File: config.mk
export PLATFORM = sky130hd
export DESIGN_NAME = spram_stream_fifo_flat
export DESIGN_NICKNAME = d
export VERILOG_FILES = /design/src/rtl/spram_stream_fifo_if.sv /design/src/rtl/spram_stream_fifo.sv /design/src/flat_wrapper.sv
export SDC_FILE = /design/constraint.sdc
export NUM_CORES = 1
export LEC_CHECK = 0
export BUFFER_PORTS_ARGS = -buffer_cell sky130_fd_sc_hd__buf_4
export CORE_MARGIN = 4
export CORE_UTILIZATION = 33
export DETAILED_ROUTE_END_ITERATION = 10
export PLACE_DENSITY = 0.49
export SLEW_MARGIN = 20
export SYNTH_ARGS = -nofsm -noshare
export SYNTH_HDL_FRONTEND = slang
export SYNTH_SLANG_ARGS = --single-unit
File: constraint.sdc
create_clock -name clk -period 4.51 [get_ports clk]
set_clock_uncertainty 0.1 [all_clocks]
set_input_delay 0.451 -clock clk [delete_from_list [all_inputs] [get_ports clk]]
set_output_delay 0.451 -clock clk [all_outputs]
set_load 0.005 [all_outputs]
File: src/rtl/spram_stream_fifo_if.sv
// Signal bundle for spram_stream_fifo: upstream stream, downstream stream,
// occupancy and the port set of the external single-port RAM.
interface spram_stream_fifo_if #(
  parameter int DATA_W = 8,
  parameter int ADDR_W = 6
);
  logic [DATA_W-1:0] in_data;
  logic              in_valid;
  logic              in_ready;
  logic [DATA_W-1:0] out_data;
  logic              out_valid;
  logic              out_ready;
  logic [ADDR_W:0]   count;
  logic [DATA_W-1:0] ram_data;
  logic [ADDR_W-1:0] ram_addr;
  logic              ram_we;
  logic [DATA_W-1:0] ram_q;

  // FIFO controller side.
  modport slave (
    input  in_data, in_valid, out_ready, ram_q,
    output in_ready, out_data, out_valid, count, ram_data, ram_addr, ram_we
  );

  // Environment side: stream source/sink plus the RAM itself.
  modport master (
    output in_data, in_valid, out_ready, ram_q,
    input  in_ready, out_data, out_valid, count, ram_data, ram_addr, ram_we
  );
endinterface

File: src/rtl/spram_stream_fifo.sv
// Valid/ready FIFO built on an external single-port RAM with registered read
// address; one RAM op per cycle, 2-entry output buffer hides the read latency.
module spram_stream_fifo #(
  parameter int DATA_W = 8,
  parameter int ADDR_W = 6
) (
  input  logic                 clk,
  input  logic                 rst_n,
  spram_stream_fifo_if.slave   bus
);

  localparam logic [ADDR_W:0]   RAM_DEPTH = {1'b1, {ADDR_W{1'b0}}};
  localparam logic [ADDR_W:0]   CNT_ONE   = {{ADDR_W{1'b0}}, 1'b1};
  localparam logic [ADDR_W-1:0] PTR_ONE   = {{(ADDR_W-1){1'b0}}, 1'b1};

  typedef enum logic [1:0] {
    OP_IDLE  = 2'd0,
    OP_WRITE = 2'd1,
    OP_READ  = 2'd2
  } ram_op_e;

  logic [ADDR_W-1:0] wr_ptr;
  logic [ADDR_W-1:0] rd_ptr;
  logic [ADDR_W:0]   ram_cnt;
  logic [ADDR_W:0]   ram_cnt_nxt;
  logic              rd_pend;
  logic              last_wr;
  logic              alive;
  logic [1:0]        ob_cnt;
  logic [1:0]        ob_cnt_nxt;
  logic [DATA_W-1:0] ob_head;
  logic [DATA_W-1:0] ob_tail;
  logic [ADDR_W:0]   count_q;
  logic [ADDR_W:0]   count_nxt;

  logic    read_pref;
  logic    in_ready_int;
  logic    out_valid_int;
  logic    pop;
  ram_op_e op;

  // Decisions use registered state only, so neither handshake input can
  // reach the opposite side's ready/valid combinationally.
  assign read_pref     = (ram_cnt != '0) &&
                         (({1'b0, ob_cnt} + {2'b00, rd_pend}) < 3'd2);
  assign in_ready_int  = alive && (ram_cnt < RAM_DEPTH) && !(read_pref && last_wr);
  assign out_valid_int = (ob_cnt != 2'd0);
  assign pop           = out_valid_int && bus.out_ready;

  // NOTE: every variable assigned in an always_comb gets a default first;
  // otherwise a missed branch infers a latch.
  always_comb begin
    op = OP_IDLE;
    if (bus.in_valid && in_ready_int) begin
      op = OP_WRITE;
    end else if (read_pref) begin
      op = OP_READ;
    end
  end

  always_comb begin
    ram_cnt_nxt = ram_cnt;
    ob_cnt_nxt  = ob_cnt;
    case (op)
      OP_WRITE: ram_cnt_nxt = ram_cnt + CNT_ONE;
      OP_READ:  ram_cnt_nxt = ram_cnt - CNT_ONE;
      default:  ;
    endcase
    case ({rd_pend, pop})
      2'b10:   ob_cnt_nxt = ob_cnt + 2'd1;
      2'b01:   ob_cnt_nxt = ob_cnt - 2'd1;
      default: ;
    endcase
    count_nxt = ram_cnt_nxt
              + {{ADDR_W{1'b0}}, (op == OP_READ)}
              + {{(ADDR_W-1){1'b0}}, ob_cnt_nxt};
  end

  // NOTE: sequential state uses non-blocking assignments so every register
  // samples pre-edge values regardless of evaluation order.
  always_ff @(posedge clk or negedge rst_n) begin
    if (!rst_n) begin
      alive   <= 1'b0;
      wr_ptr  <= '0;
      rd_ptr  <= '0;
      ram_cnt <= '0;
      rd_pend <= 1'b0;
      last_wr <= 1'b0;
      ob_cnt  <= 2'd0;
      count_q <= '0;
    end else begin
      alive   <= 1'b1;
      ram_cnt <= ram_cnt_nxt;
      ob_cnt  <= ob_cnt_nxt;
      count_q <= count_nxt;
      rd_pend <= (op == OP_READ);
      case (op)
        OP_WRITE: begin
          wr_ptr  <= wr_ptr + PTR_ONE;
          last_wr <= 1'b1;
        end
        OP_READ: begin
          rd_ptr  <= rd_ptr + PTR_ONE;
          last_wr <= 1'b0;
        end
        default: ;
      endcase
    end
  end

  // NOTE: the two buffer words are reset (unlike the RAM) because the head
  // drives out_data, which must read zero during reset.
  always_ff @(posedge clk or negedge rst_n) begin
    if (!rst_n) begin
      ob_head <= '0;
      ob_tail <= '0;
    end else if (pop) begin
      if (rd_pend && (ob_cnt == 2'd1)) begin
        ob_head <= bus.ram_q;
      end else begin
        ob_head <= ob_tail;
      end
      if (rd_pend && (ob_cnt == 2'd2)) begin
        ob_tail <= bus.ram_q;
      end
    end else if (rd_pend) begin
      if (ob_cnt == 2'd0) begin
        ob_head <= bus.ram_q;
      end else begin
        ob_tail <= bus.ram_q;
      end
    end
  end

  assign bus.in_ready  = in_ready_int;
  assign bus.out_valid = out_valid_int;
  assign bus.out_data  = ob_head;
  assign bus.count     = count_q;

  // Idle cycles park the address on rd_ptr; write data is held at zero until
  // the block is alive so the RAM port shows its reset values.
  assign bus.ram_we   = (op == OP_WRITE);
  assign bus.ram_addr = (op == OP_WRITE) ? wr_ptr : rd_ptr;
  assign bus.ram_data = alive ? bus.in_data : '0;

endmodule

File: src/flat_wrapper.sv
// flat-port wrapper written by rule: the top's interface ports become plain ports
module spram_stream_fifo_flat 
#(
  parameter int DATA_W = 8,
  parameter int ADDR_W = 6
)
  (clk, rst_n, bus_in_data, bus_in_valid, bus_out_ready, bus_ram_q, bus_in_ready, bus_out_data, bus_out_valid, bus_count, bus_ram_data, bus_ram_addr, bus_ram_we);
  spram_stream_fifo_if #(.DATA_W(DATA_W), .ADDR_W(ADDR_W)) bus_i ();
  input  logic clk;
  input  logic rst_n;
  input wire logic [$bits(bus_i.in_data)-1:0] bus_in_data;
  input wire logic [$bits(bus_i.in_valid)-1:0] bus_in_valid;
  input wire logic [$bits(bus_i.out_ready)-1:0] bus_out_ready;
  input wire logic [$bits(bus_i.ram_q)-1:0] bus_ram_q;
  output wire logic [$bits(bus_i.in_ready)-1:0] bus_in_ready;
  output wire logic [$bits(bus_i.out_data)-1:0] bus_out_data;
  output wire logic [$bits(bus_i.out_valid)-1:0] bus_out_valid;
  output wire logic [$bits(bus_i.count)-1:0] bus_count;
  output wire logic [$bits(bus_i.ram_data)-1:0] bus_ram_data;
  output wire logic [$bits(bus_i.ram_addr)-1:0] bus_ram_addr;
  output wire logic [$bits(bus_i.ram_we)-1:0] bus_ram_we;
  assign bus_i.in_data = bus_in_data;
  assign bus_i.in_valid = bus_in_valid;
  assign bus_i.out_ready = bus_out_ready;
  assign bus_i.ram_q = bus_ram_q;
  assign bus_in_ready = bus_i.in_ready;
  assign bus_out_data = bus_i.out_data;
  assign bus_out_valid = bus_i.out_valid;
  assign bus_count = bus_i.count;
  assign bus_ram_data = bus_i.ram_data;
  assign bus_ram_addr = bus_i.ram_addr;
  assign bus_ram_we = bus_i.ram_we;
  spram_stream_fifo #(.DATA_W(DATA_W), .ADDR_W(ADDR_W)) u_core (.clk(clk), .rst_n(rst_n), .bus(bus_i));
endmodule
==> flow_metrics.tcl <==
set metrics [dict create \
    hold_path.class "input port to async pin" \
    post-place-ws_ns 0.529 \
    port_buffers 51 \
    fin_nets 309 \
    worstPathRequired_ns 4.63 \
    ioPinCount 52 \
    yosys_warnings 0 \
    fin_ws_ns 0.545 \
    drt_wl_total_um 4800 \
    synth_enable_flop_cells 0 \
    hold_viol 0 \
    synth_cell_type_count 43 \
    ant_nets 0 \
    drive_above_1_share 0.336 \
    synth_compound_area_frac 0.103 \
    cap_viol_max_count 0 \
    die_x_um 94.2 \
    drt_iter0_drc 43 \
    die_y_um 94.2 \
    coreArea_um2 7250 \
    synth_seq_area_share 0.480 \
    fmax_mhz 252 \
    drt_pre_antenna_iters 4 \
    clkLatencyLatePin_ns 0.30 \
    tightest_slew_ns 0.970 \
    ys_dominant_reg_cell "dfrtp_1" \
    p_leak_nw 1.44 \
    grt_overflow 0 \
    h-tree-depth 2 \
    ir_worst_vdd_v 0.000290 \
    place_hpwl_um 3590 \
    finalInstanceArea_um2 3070 \
    cts_setup_buffers 0 \
    wl_per_cell_um 12.9 \
    avgSynthCellArea_um2 11.5 \
    post-route-min-period_ns 3.96 \
    synth.largest_area_cell "dfrtp_1" \
    die-area_um2 8870 \
    num_antenna_cells 0 \
    cts-root-buf "clkbuf_8" \
    finalPower_mw 2.63 \
    dr_total_vias 1729 \
    grt_pass1_wl_um 8080 \
    clock_path_buffers 2 \
    seqCellArea_um2 1180 \
    path_max_fanout 13 \
    synth_adder_area_share 0.0909 \
    via_per_inst 4.64 \
    synth-simple-area-share 0.130 \
    cts.clk_slew.worst_paths_ns 0.09 \
    syn_nets 249 \
    area_growth_syn_to_layout_pct 25.2 \
    synthCells 213 \
    cts_buffers 5 \
    num_rows 31 \
    syn_area_um2 2450 \
    netlist.area_leader.share 0.480 \
    multi_input_area_um2 1210 \
    place.gp.congestion 0.825 \
    status "finished clean" \
    postCtsResizedCells 0 \
    drc 0 \
    ys_seq_elements 47 \
    cts-hold-fix-buffers 0 \
    cts_tree "built" \
    initial_core_util 0.338 \
    yosys-top-cells-area "dfrtp_1 (48%), mux2_2 (8.3%), ha_1 (6.6%), xnor2_1 (4.3%), nand2_1 (3.2%)" \
    grt_max_degree 48 \
    synth_top_family_by_area "simple AND/OR/NAND/NOR gates" \
    ys_async_sr_fraction 1.00 \
    cts.sinks 47 \
    setup_viol 0 \
    cp-start-kind "flop" \
    first_global_vias 1690 \
    crit_arrival_ns 4.09 \
    reg2reg_slack_ns 0.55 \
    end_kind "flop" \
    detailed_place.area_um2 2980 \
    muxShareOfSynthArea 0.103 \
    min_period_over_period 0.879 \
    grt_setup_unrepaired "no" \
    path_class "flop to flop" \
    synth_xor_area_frac 0.0644 \
    holdWs_ns 0.0494 \
    power.density_nw_per_um2 856 \
    max-slew-margin-rel 0.351 \
    setup-tns-final_ns 0 \
    grt_antenna_before_repair 0 \
    grt.total_usage 0.116 \
    fill_cells 727 \
    drv_slew 0 \
]
[routing by layer]
metal / routed length (um) / track usage / part of all wire / up-vias
met1: 2140 / 0.144 / 0.44 / 825
met2: 2310 / 0.193 / 0.48 / 43
met4: 75 / 0.0433 / 0.016 / 0
li1: - / - / - / 856
met5: 0 / 0 / 0 / -
met3: 285 / 0.0321 / 0.059 / 5
[critical path: stages, from the launching register on]
cell	delay, ns
dfrtp_1	0.43
a21oi_1	0.29
o41ai_2	0.13
buf_4	0.17
nor2_1	0.75
ha_1	0.42
a21oi_1	0.18
a21boi_0	0.16
o21ba_2	0.22
o41ai_1	0.54
nor4b_2	0.32
xor2_1	0.18
[metrics by stage]
stage,std cells,util
CTS,373,0.423
floorplan,213,-
finish,373,0.423
detailed placement,365,0.410
global placement,365,0.410
global route,373,0.423
[power by group]
part,internal (mW),switching (mW),leakage [nW],total (mW)
clock network,0.111,0.156,0.0408,0.267
logic,0.768,0.774,0.834,1.54
registers,0.651,0.166,0.562,0.817
total,1.53,1.10,1.44,2.63
[cell families after synthesis]
family | count (synthesis)
buf+inv | 17
fa+ha+maj | 16
mux | 23
simple gates | 57
other cells | 1
flops | 47
xor+xnor | 18
compound gates | 34
[layout by cell type (no fill, tap or decap), types with 2 or more instances in the layout]
cell type / count
buf_4: 55
dfrtp_1: 47
nand2_1: 21
mux2_2: 18
inv_1: 15
ha_1: 13
xnor2_1: 12
a21oi_1: 10
and2_1: 8
nor2_1: 7
xor2_1: 6
a22oi_1: 6
mux2i_1: 5
clkbuf_8: 5
nand3_1: 4
o21ai_0: 4
nand4_1: 4
fa_1: 3
nor3_1: 2
a21o_1: 2
a211oi_1: 2
clkinvlp_4: 2
[state kept, by name, summed over array words and instances, names as in the netlist]
signal,count
u_core.bus.count,7
u_core.bus.out_data,8
u_core.alive,1
u_core.last_wr,1
u_core.rd_ptr,6
u_core.rd_pend,1
u_core.wr_ptr,6
u_core.ob_cnt,2
u_core.ram_cnt,7
u_core.ob_tail,8
[path summary, 6_finish.rpt]
check,startpoint,to,cells after the start
max,u_core.rd_pend,u_core.bus.count[6],11
min,rst_n,u_core.bus.count[0],1
max reg2reg,u_core.rd_pend,u_core.bus.count[6],11
min reg2reg,u_core.wr_ptr[5],u_core.wr_ptr[5],1
max in group asynchronous,rst_n,u_core.wr_ptr[5],1
min in group clk,bus_ram_q[5],u_core.bus.out_data[5],3
[Yosys cell counts (all sizes together) (2+ instances only)]
cell type and n:
a211oi 2, a21o 3, a21oi 10, a22oi 6, and2 8, dfrtp 47
fa 3, ha 13, inv 15, mux2 18, mux2i 5, nand2 21
nand3 4, nand4 4, nor2 8, nor3 2, nor4 2, o21ai 5
o41ai 2, xnor2 12, xor2 6
[layout make-up]
cell class                      instances  area share
Tap cell                               99      0.0404
Inverter                               15      0.0184
Multi-Input combinational cell        149       0.393
Clock buffer                            5      0.0224
Timing Repair Buffer                   55       0.135
Sequential cell                        47       0.383
Clock inverter                          3     0.00775
No activity file was read; power rests on OpenSTA's default activity.
